===== src/rtl/ifetch_pkg.sv =====
// ifetch_pkg: shared types and constants for the instruction fetch unit.
// Holds the fetch FSM states, PC step/alignment constants and the buffer entry.
package ifetch_pkg;

  typedef enum logic {
    RUN   = 1'b0,
    DRAIN = 1'b1
  } ifetch_state_e;

  localparam logic [31:0] PC_STEP    = 32'd4;
  localparam logic [31:0] ALIGN_MASK = 32'hFFFF_FFFC;

  typedef struct packed {
    logic [31:0] instr;
    logic [31:0] pc;
  } fetch_entry_t;

endpackage


===== src/rtl/ifetch_fifo.sv =====
// ifetch_fifo: synchronous buffer of fetched words with their PCs.
// Flush wins over push; a pop on an empty buffer is ignored.
module ifetch_fifo
  import ifetch_pkg::*;
#(
  parameter  int DEPTH = 4,
  localparam int AW    = $clog2(DEPTH),
  localparam int CW    = AW + 1
) (
  input  logic         clk,
  input  logic         rst_n,
  input  logic         push,
  input  fetch_entry_t push_data,
  input  logic         pop,
  input  logic         flush,
  output logic [CW-1:0] count,
  output fetch_entry_t head
);

  fetch_entry_t  mem [DEPTH];
  logic [AW-1:0] wr_ptr;
  logic [AW-1:0] rd_ptr;
  logic          do_push;
  logic          do_pop;

  assign do_push = push && !flush;
  assign do_pop  = pop && (count != '0);
  assign head    = mem[rd_ptr];

  // pointer and occupancy bookkeeping
  always_ff @(posedge clk) begin
    if (!rst_n || flush) begin
      wr_ptr <= '0;
      rd_ptr <= '0;
      count  <= '0;
    end else begin
      if (do_push) wr_ptr <= wr_ptr + 1'b1;
      if (do_pop)  rd_ptr <= rd_ptr + 1'b1;
      count <= count + CW'(do_push) - CW'(do_pop);
    end
  end

  // entry storage, written only on an accepted push
  always_ff @(posedge clk) begin
    if (do_push) mem[wr_ptr] <= push_data;
  end

  a_no_overflow: assert property (
    @(posedge clk) disable iff (!rst_n)
    !(do_push && !do_pop && count == CW'(DEPTH))
  );

endmodule


===== src/rtl/instr_fetch.sv =====
// instr_fetch: PC owner, imem req/gnt/rvalid master and decoder-side buffer.
// Define IFETCH_ALIGN_CHECK_EN to flag misaligned redirects via fetch_fault.
module instr_fetch
  import ifetch_pkg::*;
#(
  parameter logic [31:0] RESET_PC   = 32'h0000_0000,
  parameter int          FIFO_DEPTH = 4
) (
  input  logic        clk,
  input  logic        rst_n,
  output logic        imem_req,
  output logic [31:0] imem_addr,
  input  logic        imem_gnt,
  input  logic        imem_rvalid,
  input  logic [31:0] imem_rdata,
  input  logic        redirect_valid,
  input  logic [31:0] redirect_pc,
  output logic        instr_valid,
  input  logic        instr_ready,
  output logic [31:0] instr,
  output logic [31:0] instr_pc,
  output logic        fetch_fault
);

  localparam int CW = $clog2(FIFO_DEPTH) + 1;
  localparam int IW = CW + 1;

  ifetch_state_e state;
  ifetch_state_e state_n;
  logic [31:0]   fetch_pc;
  logic [31:0]   target;
  logic [31:0]   rsp_pc;
  logic [CW-1:0] outstanding;
  logic [CW-1:0] drop;
  logic [CW-1:0] drop_n;
  logic [CW-1:0] count;
  logic [IW-1:0] inflight;
  logic          credit_ok;
  logic          grant;
  logic          push;
  logic          pop;
  logic          fault;
  fetch_entry_t  push_entry;
  fetch_entry_t  head;

`ifdef IFETCH_ALIGN_CHECK_EN
  logic fault_q;

  // sticky misaligned-redirect flag, re-evaluated on every redirect
  always_ff @(posedge clk) begin
    if (!rst_n) begin
      fault_q <= 1'b0;
    end else if (redirect_valid) begin
      fault_q <= (redirect_pc[1:0] != 2'b00);
    end
  end

  assign fault = fault_q;
`else
  assign fault = 1'b0;
`endif

  assign fetch_fault = fault;
  assign target      = redirect_pc & ALIGN_MASK;
  assign imem_addr   = fetch_pc;
  assign instr_valid = rst_n && (count != '0);
  assign pop         = instr_valid && instr_ready;
  assign grant       = imem_req && imem_gnt;

  // a pop this cycle frees a slot immediately
  assign inflight  = {1'b0, outstanding} + {1'b0, count} - IW'(pop);
  assign credit_ok = inflight < IW'(FIFO_DEPTH);

  // in RUN every outstanding request is fresh, so the oldest one
  // was issued outstanding words behind the current fetch PC
  assign rsp_pc = fetch_pc - (32'(outstanding) << 2);

  assign push_entry = '{instr: imem_rdata, pc: rsp_pc};
  assign instr      = head.instr;
  assign instr_pc   = head.pc;

  // state register
  always_ff @(posedge clk) begin
    if (!rst_n) begin
      state <= RUN;
    end else begin
      state <= state_n;
    end
  end

  // next state, issue, push and stale-drop accounting
  always_comb begin
    state_n  = state;
    drop_n   = drop;
    imem_req = 1'b0;
    push     = 1'b0;
    unique case (state)
      RUN: begin
        imem_req = rst_n && !redirect_valid && !fault && credit_ok;
        push     = imem_rvalid && !redirect_valid;
      end
      DRAIN: begin
        if (imem_rvalid) begin
          drop_n = drop - 1'b1;
          if (drop == CW'(1)) state_n = RUN;
        end
      end
      default: state_n = RUN;
    endcase
    if (redirect_valid) begin
      drop_n  = outstanding - CW'(imem_rvalid);
      state_n = (drop_n == '0) ? RUN : DRAIN;
    end
  end

  // fetch PC, in-flight count and stale-response count
  always_ff @(posedge clk) begin
    if (!rst_n) begin
      fetch_pc    <= RESET_PC;
      outstanding <= '0;
      drop        <= '0;
    end else begin
      outstanding <= outstanding + CW'(grant) - CW'(imem_rvalid);
      drop        <= drop_n;
      if (redirect_valid) begin
        fetch_pc <= target;
      end else if (grant) begin
        fetch_pc <= fetch_pc + PC_STEP;
      end
    end
  end

  ifetch_fifo #(
    .DEPTH(FIFO_DEPTH)
  ) u_fifo (
    .clk      (clk),
    .rst_n    (rst_n),
    .push     (push),
    .push_data(push_entry),
    .pop      (pop),
    .flush    (redirect_valid),
    .count    (count),
    .head     (head)
  );

endmodule


===== config.mk =====
export PLATFORM = sky130hd
export DESIGN_NAME = instr_fetch
export DESIGN_NICKNAME = d
export VERILOG_FILES = /design/src/rtl/ifetch_pkg.sv /design/src/rtl/ifetch_fifo.sv /design/src/rtl/instr_fetch.sv
export SDC_FILE = /design/constraint.sdc
export NUM_CORES = 1
export LEC_CHECK = 0
export CORE_UTILIZATION = 56
export CTS_BUF_LIST = sky130_fd_sc_hd__clkbuf_4 sky130_fd_sc_hd__clkbuf_8
export DETAILED_ROUTE_END_ITERATION = 10
export PLACE_DENSITY = 0.86
export REMOVE_ABC_BUFFERS = 1
export SLEW_MARGIN = 20
export SYNTH_ARGS = -nofsm -noshare
export SYNTH_HDL_FRONTEND = slang
export SYNTH_SLANG_ARGS = --single-unit

===== constraint.sdc =====
create_clock -name clk -period 6.75 [get_ports clk]
set_input_delay 2.025 -clock clk [delete_from_list [all_inputs] [get_ports clk]]
set_output_delay 2.025 -clock clk [all_outputs]
set_load 0.01 [all_outputs]

== Word-level counts from Yosys, hierarchy flattened ==
Memory sizes are Yosys's and may differ from the RTL's. A register that Yosys moved wholly into a read port is not among the register bits.
Index checks and enable logic that the tools add are counted.
Word-level totals
  memories kept: 1
  input port bits: 70
  logic and storage cells: 58
  bits in writable memories: 256
  flip-flop bits (word level): 46
Operators by class
  $lt $le $gt $ge: 1
  eq/ne operators: 1
  add/subtract/negate cells: 12
  reduce and logical (&&, ||, !) cells: 18
  multiplexer cells: 16
  bitwise gates (word level): 1
Memory list
  u_fifo.mem: depth 4, width 64, read ports 1, clocked after Yosys merged registers in 1, write ports 1, RTL line ifetch_fifo.sv:20  | fetch_entry_t mem [DEPTH];
Operators with widths (count)
  $mux W32: 2
  $add A32 B3 Y32 const B: 1
  $sub A32 B5 Y32: 1
  $mux W1: 9
  $mux W3: 3
  $sub A3 B1 Y3: 3
  $logic_and A1 B1 Y1: 8
  $add A3 B1 Y3: 2
  $reduce_bool A2 Y1: 3
  $add A2 B1 Y2 const B: 2
  $add A3 B3 Y4: 1
  $lt A4 B3 Y1 const B: 1
  $mux W2: 2
  $sub A4 B1 Y4: 1
  $eq A3 B1 Y1 const B: 1
  $logic_not A3 Y1: 1
  $reduce_bool A3 Y1: 1
  $sub A3 B1 Y3 const B: 1
  $logic_not A1 Y1: 2
  $reduce_and A2 Y1: 1
  $reduce_or A2 Y1: 1
  $logic_or A1 B1 Y1: 1
  $not A1 Y1: 1

== Logic depth before layout (Yosys ltp) ==
Gate-level depths: netlist (run 1).
  depth in word-level cells: 10
  mapped depth: 19

== Cells and area by module ==
Synthesis (run 1) repeated with hierarchy kept, for this count alone.
Second synthesis, totals
  cells, all modules: 799
  area, all modules: 13072.5 sq um
Modules (own cells, without submodules)
  ifetch_fifo: area each 9794.4 sq um, seq. area each 7867.5 sq um, cells each 381, instances 1
  instr_fetch: area each 3278.1 sq um, seq. area each 740.7 sq um, cells each 418, instances 1

== Worst setup path before layout (run 1) ==
Ideal clock, no wire load.
  path kind: input -> output
  start point: input rst_n
  end point: output imem_req
  stages on the path: 9
  arrival: 3.683 ns
  buffers on the path: 1
  slack: 1.042 ns
  path through: clkbuf_1 -> o31a_1 -> and2_1 -> ha_1 -> inv_1 -> ha_1 -> and3b_1 -> nor4_2 -> o21a_1
Between the ends
  longest elaborated chain between the ends: 6
  elaborated cells on any way between the ends: 7
RTL lines
  from (decl): RTL line instr_fetch.sv:10  | input logic rst_n,
  $logic_and A1 B1 Y1: RTL line instr_fetch.sv:66  | assign instr_valid = rst_n && (count != '0);
  net instr_valid: RTL line instr_fetch.sv:18  | output logic instr_valid,
  $logic_and A1 B1 Y1: RTL line instr_fetch.sv:67  | assign pop = instr_valid && instr_ready;
  $sub A4 B1 Y4: RTL line instr_fetch.sv:71  | assign inflight = {1'b0, outstanding} + {1'b0, count} - IW'(pop);
  $lt A4 B3 Y1: RTL line instr_fetch.sv:72  | assign credit_ok = inflight < IW'(FIFO_DEPTH);
  $logic_and A1 B1 Y1: RTL line instr_fetch.sv:99  | imem_req = rst_n && !redirect_valid && !fault && credit_ok;
  $mux W1: RTL line instr_fetch.sv:97  | unique case (state)
  to (decl): RTL line instr_fetch.sv:11  | output logic imem_req,
The timed path passes the listed nets, and every way through them passes these cells.

== Worst setup path in the final report (run 1) ==
  start point: input rst_n
  end point: output imem_req
Between the ends
  longest elaborated chain between the ends: 6
  elaborated cells on any way between the ends: 7
RTL lines (RTL line)
  $logic_and A1 B1 Y1: instr_fetch.sv:66
  $logic_and A1 B1 Y1: instr_fetch.sv:67
  $sub A4 B1 Y4: instr_fetch.sv:71
  $lt A4 B3 Y1: instr_fetch.sv:72
  $logic_and A1 B1 Y1 *: instr_fetch.sv:99
  $mux W1 *: instr_fetch.sv:97
Mark *: on every way between the ends. The rest lies on a longest branch, timed or not.

==> metrics.csv, run 1 <==
metric,value,unit
start_util,0.569,
drt_iter0_markers,514,
via_per_inst,5.84,
clkPwrFrac,0.369,
synthCells,755,
post_cts_resized,0,
die_h,151,um
portBuffers,161,
grt_pass1_vias,7407,
min_period_over_period,0.956,
clock_sinks,294,
hpwl,16.5,mm
drt_wl_total,25.7,mm
dr_wl_met2,12.5,mm
p_leak,5.11,nW
postCtsSetupBuffers,0,
fin_util,0.698,
ys_types,57,
finalCriticalPeriod,6460,ps
synth_fa_ha_area_frac,0.0261,
power_frac_seq,0.517,
antenna_found_initial,0,
intPower,0.00315,W
cts_made_buffers,47,
wl_met1,10.9,mm
p_per_area,270,nW/um^2
die_x,151,um
tightest_slew,990,ps
fillers,1445,
syn_to_final_growth,22.7,%
cp-end-kind,primary output,
detail-route-antenna-nets,0,
globalplace.congestion,0.836,
syn_avg_cell_area,16.4,um^2
async_flop_share,0,
grt_setup_unrepaired,false,
antenna_cells,0,
synth-edff-count,248,
drc,0,
synthMuxAreaShare,0.118,
cts.htree.levels,2,
crit_required,4720,ps
grt_start_max_net_pins,42,
wl_per_cell,20.5,um
yosys_warnings,0,
place_inst,1164,
ios,169,
gr-total-overflow,0,
min_path_type,flop to flop,
maxCapViolations,0,
synth_area,12400,um^2
nets,1027,
synth_seq_area_share,0.676,
synth_seq_cells,294,
fin_skew,16.6,ps
cts-hold-fix-buffers,0,
synth_top_family_by_area,multiplexers,
startpoint_type,primary input,
top_layer,met4,
clock.fmax,155,MHz
die_area,22700,um^2
root_buffer,clkbuf_8,
criticalPathCategory,primary input to primary output,
grt_pass1_wl,39.2,mm
wl_met3,1.82,mm
placementRows,54,
synth_xor_xnor_area_share,0.0262,
synth_compound_area_frac,0.0510,
p_comb_frac,0.113,
relSlewSlack,0.334,
drive_gt1_frac,0.181,
core_area,21800,um^2
status,"complete, no violations",
clk_latency,540,ps
synth-simple-area-share,0.0712,
power.switching,0.000944,W
grt_use_total,0.231,
swShare,0.231,
arrival,4430,ps
final.setup.tns,0,ps
cts_tree,built,
final_cells,1249,
clk_path_buf_depth,3,
vias,7297,
finalHoldViolations,0,
drv_slew,0,
clk_pin_slew_worst_paths,60,ps
dr.pass1.iters,5,
finalSetupViolCount,0,
vdd_drop_max,0.000145,V
path_max_fanout,3,
synth-main-ff-cell,edfxtp_1,
## state kept, by name, indices dropped and copies added, names as in the netlist, named ones only
signal,flops
drop,3
imem_addr,30
outstanding,3
state,1
u_fifo.count,3
u_fifo.mem,248
u_fifo.rd_ptr,2
u_fifo.wr_ptr,2
## metrics by stage
stage	cell area (um^2)	setup WS, ps	power [W]	hold WS, ps
after floorplan	12100	1310	0.00240	485
after global placement	14200	322	0.00260	509
after detailed placement	14200	299	0.00262	514
after CTS	15200	285	0.00412	540
after global routing	15200	153	0.00424	595
final	15200	294	0.00409	527
## cells in the final DEF, fill, tap and decap left out, drive strengths merged, types with 3 or more instances in the layout
| cell type | synthesis | routed |
|---|---|---|
| edfxtp | 248 | 248 |
| clkdlybuf4s50 | 0 | 161 |
| clkbuf | 26 | 68 |
| mux4 | 62 | 62 |
| dfxtp | 46 | 46 |
| inv | 37 | 37 |
| nor2 | 30 | 30 |
| nand2 | 30 | 30 |
| xnor2 | 26 | 26 |
| ha | 21 | 21 |
| o21ai | 20 | 20 |
| nor3 | 15 | 15 |
| buf | 25 | 15 |
| clkinv | 0 | 15 |
| a311oi | 14 | 14 |
| and3 | 14 | 14 |
| nand3 | 13 | 13 |
| and2 | 13 | 13 |
| xor2 | 11 | 11 |
| a31oi | 10 | 10 |
| nor4 | 9 | 9 |
| a211oi | 7 | 7 |
| a21oi | 6 | 6 |
| o21a | 6 | 6 |
| and4 | 6 | 6 |
| nand4 | 6 | 6 |
| conb | 1 | 5 |
| or4 | 5 | 5 |
| nor3b | 4 | 4 |
| mux2 | 4 | 4 |
| o311ai | 3 | 3 |
| a41o | 3 | 3 |
| or3 | 3 | 3 |
| a32oi | 3 | 3 |
| nor2b | 3 | 3 |
| nand2b | 3 | 3 |
| a221oi | 3 | 3 |
| fa | 3 | 3 |
## power by group through the flow
| stage | combinational [W] | sequential (W) | clock [W] |
|---|---|---|---|
| 6_report | 0.000464 | 0.00212 | 0.00151 |
| 3_3_place_gp | 0.000447 | 0.00215 | 0 |
| 3_5_place_dp | 0.000463 | 0.00215 | 0 |
| 4_1_cts | 0.000466 | 0.00212 | 0.00154 |
| 2_1_floorplan | 0.000253 | 0.00215 | 0 |
| 5_1_grt | 0.000509 | 0.00212 | 0.00161 |
## cell usage after synthesis (14+ instances only)
cell type	count	share of area
dfxtp_1	46	0.074
ha_1	21	0.021
xnor2_1	26	0.018
buf_2	15	0.0061
nor3_1	15	0.0061
a311oi_1	14	0.0099
nor2_1	30	0.0091
clkbuf_1	23	0.0070
edfxtp_1	248	0.60
inv_1	37	0.011
mux4_2	62	0.11
nand2_1	29	0.0088
o21ai_0	20	0.0081
## kinds of logic after synthesis
group | Yosys count
adder cells (fa/ha/maj) | 24
flip-flops | 294
buffers and inverters | 88
XOR/XNOR | 37
multiplexers | 68
other | 1
AO/OA/AOI/OAI | 87
AND/OR/NAND/NOR | 156
## worst paths after layout
kind,cells after the start,end,slack (ps),from
worst min-delay path,2,flop,530,u_fifo.rd_ptr[1]
worst min register to register,2,flop,530,u_fifo.rd_ptr[1]
worst max-delay path,10,imem_req,290,rst_n
worst max register to register,16,outstanding[2],3160,u_fifo.count[1]
## area by class of cell
cell class	instances	area (um^2)	share of cell area
clock buffer	68	823	0.0542
clock inverter	17	128	0.00841
inverter	37	139	0.00915
multi-input combinational	377	3640	0.240
sequential	294	8370	0.552
tap	280	350	0.0231
timing repair buffer	176	1720	0.114
## per-layer routing
| metal | global-route usage | vias up |
|---|---|---|
| met2 | 0.378 | 270 |
| met5 | 0 | - |
| li1 | - | 3325 |
| met4 | 0.0765 | 0 |
| met1 | 0.313 | 3659 |
| met3 | 0.0421 | 43 |
## worst max-delay path, stage by stage
cell,delay (ps)
clkdlybuf4s50_1,470
o31a_1,170
and2_1,140
ha_1,130
inv_1,40
ha_1,250
and3b_1,200
nor4_2,310
o21a_1,160
clkdlybuf4s50_1,530
(Power assumes the default switching activity.)
==> inputs of run 2 (changes only) <==
--- a/config.mk
+++ b/config.mk
@@ -5,10 +5,10 @@
 export SDC_FILE = /design/constraint.sdc
 export NUM_CORES = 1
 export LEC_CHECK = 0
-export CORE_UTILIZATION = 56
+export CORE_UTILIZATION = 60
 export CTS_BUF_LIST = sky130_fd_sc_hd__clkbuf_4 sky130_fd_sc_hd__clkbuf_8
 export DETAILED_ROUTE_END_ITERATION = 10
-export PLACE_DENSITY = 0.86
+export PLACE_DENSITY = 0.91
 export REMOVE_ABC_BUFFERS = 1
 export SLEW_MARGIN = 20
 export SYNTH_ARGS = -nofsm -noshare
==> run 2 against run 1 <==
Effect of this change:
- worst setup slack got worse by 50 ps
- wire length barely moved
- die area fell by 6.6%
- final area fell by 0.30%
- via count rose by 0.53%
- flip-flop and latch count did not move
- global-route usage rose by 1.7 points
- power fell by 1.3%
- sequential share of layout area rose by 0.16 points
==> metrics.csv, run 2 (synthesized netlist as in run 1, its figures left out) <==
metric,value,unit,change
r2r-end,outstanding[2],,unchanged
top_register,u_fifo.mem,,unchanged
antenna_cells,0,,unchanged
cts_tree,built,,unchanged
cts.htree.levels,2,,unchanged
finalCriticalPeriod,6510,ps,was 6460 ps
path_cells,clkdlybuf4s50_1 -> o31a_1 -> and2_1 -> ha_1 -> inv_1 -> ha_1 -> and3b_1 -> nor4_2 -> o21a_1 -> clkdlybuf4s50_1,,unchanged
grt_use_total,0.248,,was 0.231
clk_pin_slew_worst_paths,60,ps,about the same
postLayoutCellArea,15100,um^2,"was 15,200 um^2"
globalplace.congestion,0.816,,was 0.836
drc,0,,unchanged
drv_slew,0,,unchanged
antenna_found_initial,0,,unchanged
fillers,1178,,"was 1,445"
maxCapViolations,0,,unchanged
drive_gt1_frac,0.176,,was 0.181
clock_sinks,294,,unchanged
clk_path_buf_depth,3,,unchanged
dpl_cell_area,14200,um^2,about the same
grt_setup_unrepaired,false,,unchanged
via_per_inst,5.95,,was 5.84
cts-hold-fix-buffers,0,,unchanged
grt_pass1_wl,40.1,mm,was 39.2 mm
startpoint_type,primary input,,unchanged
final_common_cell,edfxtp_1,,unchanged
tightest_slew,985,ps,was 990 ps
core_area,20200,um^2,"was 21,800 um^2"
crit_required,4720,ps,about the same
relSlewSlack,0.344,,was 0.334
wl_per_cell,20.8,um,was 20.5 um
cts_made_buffers,45,,was 47
status,"complete, no violations",,unchanged
detail-route-antenna-nets,0,,unchanged
worstHoldStart,u_fifo.rd_ptr[1],,unchanged
start_util,0.611,,was 0.569
r2r_cells,16,,unchanged
vias,7336,,"was 7,297"
largest_reg_flops,248,,unchanged
gr-total-overflow,0,,unchanged
arrival,4480,ps,was 4430 ps
slowest_delay,540,ps,was 530 ps
syn_to_final_growth,22.4,%,was 22.7%
hold_path_end,u_fifo.rd_ptr[1],,
die_area,21200,um^2,"was 22,700 um^2"
clk_latency,550,ps,was 540 ps
postCtsSetupBuffers,0,,unchanged
nets,1024,,"was 1,027"
ios,169,,unchanged
drt_iter0_markers,698,,was 514
r2r_start,u_fifo.count[1],,unchanged
reg2reg_slack,3130,ps,was 3160 ps
vdd_drop_max,0.000133,V,was 0.000145 V
die_x,146,um,was 151 um
drt_wl_total,25.7,mm,about the same
grt_pass1_vias,7513,,"was 7,407"
slowest_stage,clkdlybuf4s50_1,,unchanged
min_period_over_period,0.964,,was 0.956
fin_util,0.748,,was 0.698
placementRows,52,,was 54
criticalPathCategory,primary input to primary output,,unchanged
dr.pass1.iters,5,,unchanged
post_cts_resized,0,,unchanged
portBuffers,161,,unchanged
p_leak,5.08,nW,was 5.11 nW
finalHoldViolations,0,,unchanged
die_h,146,um,was 151 um
final.setup.tns,0,ps,unchanged
cp-end-kind,primary output,,unchanged
min_path_type,flop to flop,,unchanged
whs_path_depth,2,,unchanged
grt_start_max_net_pins,63,,was 42
layout_common_cells,"edfxtp_1, clkdlybuf4s50_1, mux4_2, clkbuf_8, dfxtp_1",,unchanged
clock.fmax,154,MHz,was 155 MHz
p_per_area,267,nW/um^2,was 270 nW/um^2
root_buffer,clkbuf_8,,unchanged
fin_skew,18.2,ps,was 16.6 ps
hpwl,16.4,mm,was 16.5 mm
finalSetupViolCount,0,,unchanged
path_max_fanout,3,,unchanged
[run 2: cell count changes in the layout (fill, tap and decap cells not counted), sizes merged]
cell      change
clkinv        -8
clkbuf        +3
bufinv        -2
buf           -1
clkinvlp      +1
[run 2: worst max path at each step]
| stage | start | end | slack [ps] | cells after the start |
|---|---|---|---|---|
| floorplan | rst_n | imem_req | 1310 | 8 |
| global placement | rst_n | imem_req | 300 | 10 |
| CTS | rst_n | imem_req | 250 | 10 |
| finish | rst_n | imem_req | 240 | 10 |
| global route | rst_n | imem_req | 120 | 10 |
| detailed placement | rst_n | imem_req | 260 | 10 |
[run 2: cell type report]
class | instances | area (um^2) | share of cell area
Inverter | 37 | 139 | 0.00918
Clock buffer | 71 | 877 | 0.0579
Tap cell | 270 | 338 | 0.0223
Sequential cell | 294 | 8370 | 0.553
Clock inverter | 8 | 36.3 | 0.00240
Multi-Input combinational cell | 377 | 3640 | 0.241
Timing Repair Buffer | 175 | 1730 | 0.114
[run 2: routing by layer]
| layer | vias up | routed length [um] | global-route usage |
|---|---|---|---|
| li1 | 3319 | - | - |
| met4 | 0 | 595 | 0.0795 |
| met1 | 3638 | 10700 | 0.337 |
| met5 | - | 0 | 0 |
| met2 | 334 | 12500 | 0.408 |
| met3 | 45 | 1840 | 0.0483 |
[run 2: critical path: cells and delay by family]
kind / cells / cell delay [ps]
AO/OA/AOI/OAI: 2 / 340
adder cells (fa/ha/maj): 2 / 390
buffers and inverters: 3 / 1070
AND/OR/NAND/NOR: 3 / 660
[run 2: report_power, final]
part | internal (W) | total (W) | switching [W]
Sequential | 0.00207 | 0.00212 | 0.0000502
Clock | 0.000820 | 0.00146 | 0.000644
Combinational | 0.000221 | 0.000460 | 0.000239
Total | 0.00311 | 0.00404 | 0.000934
[run 2: metrics by stage]
stage | std cells | power [W] | setup slack, ps | hold WS, ps
5_1_grt | 1232 | 0.00419 | 116 | 590
3_3_place_gp | 1153 | 0.00259 | 299 | 514
4_1_cts | 1232 | 0.00407 | 247 | 541
2_1_floorplan | 708 | 0.00240 | 1310 | 485
6_report | 1232 | 0.00404 | 244 | 532
3_5_place_dp | 1153 | 0.00261 | 260 | 527
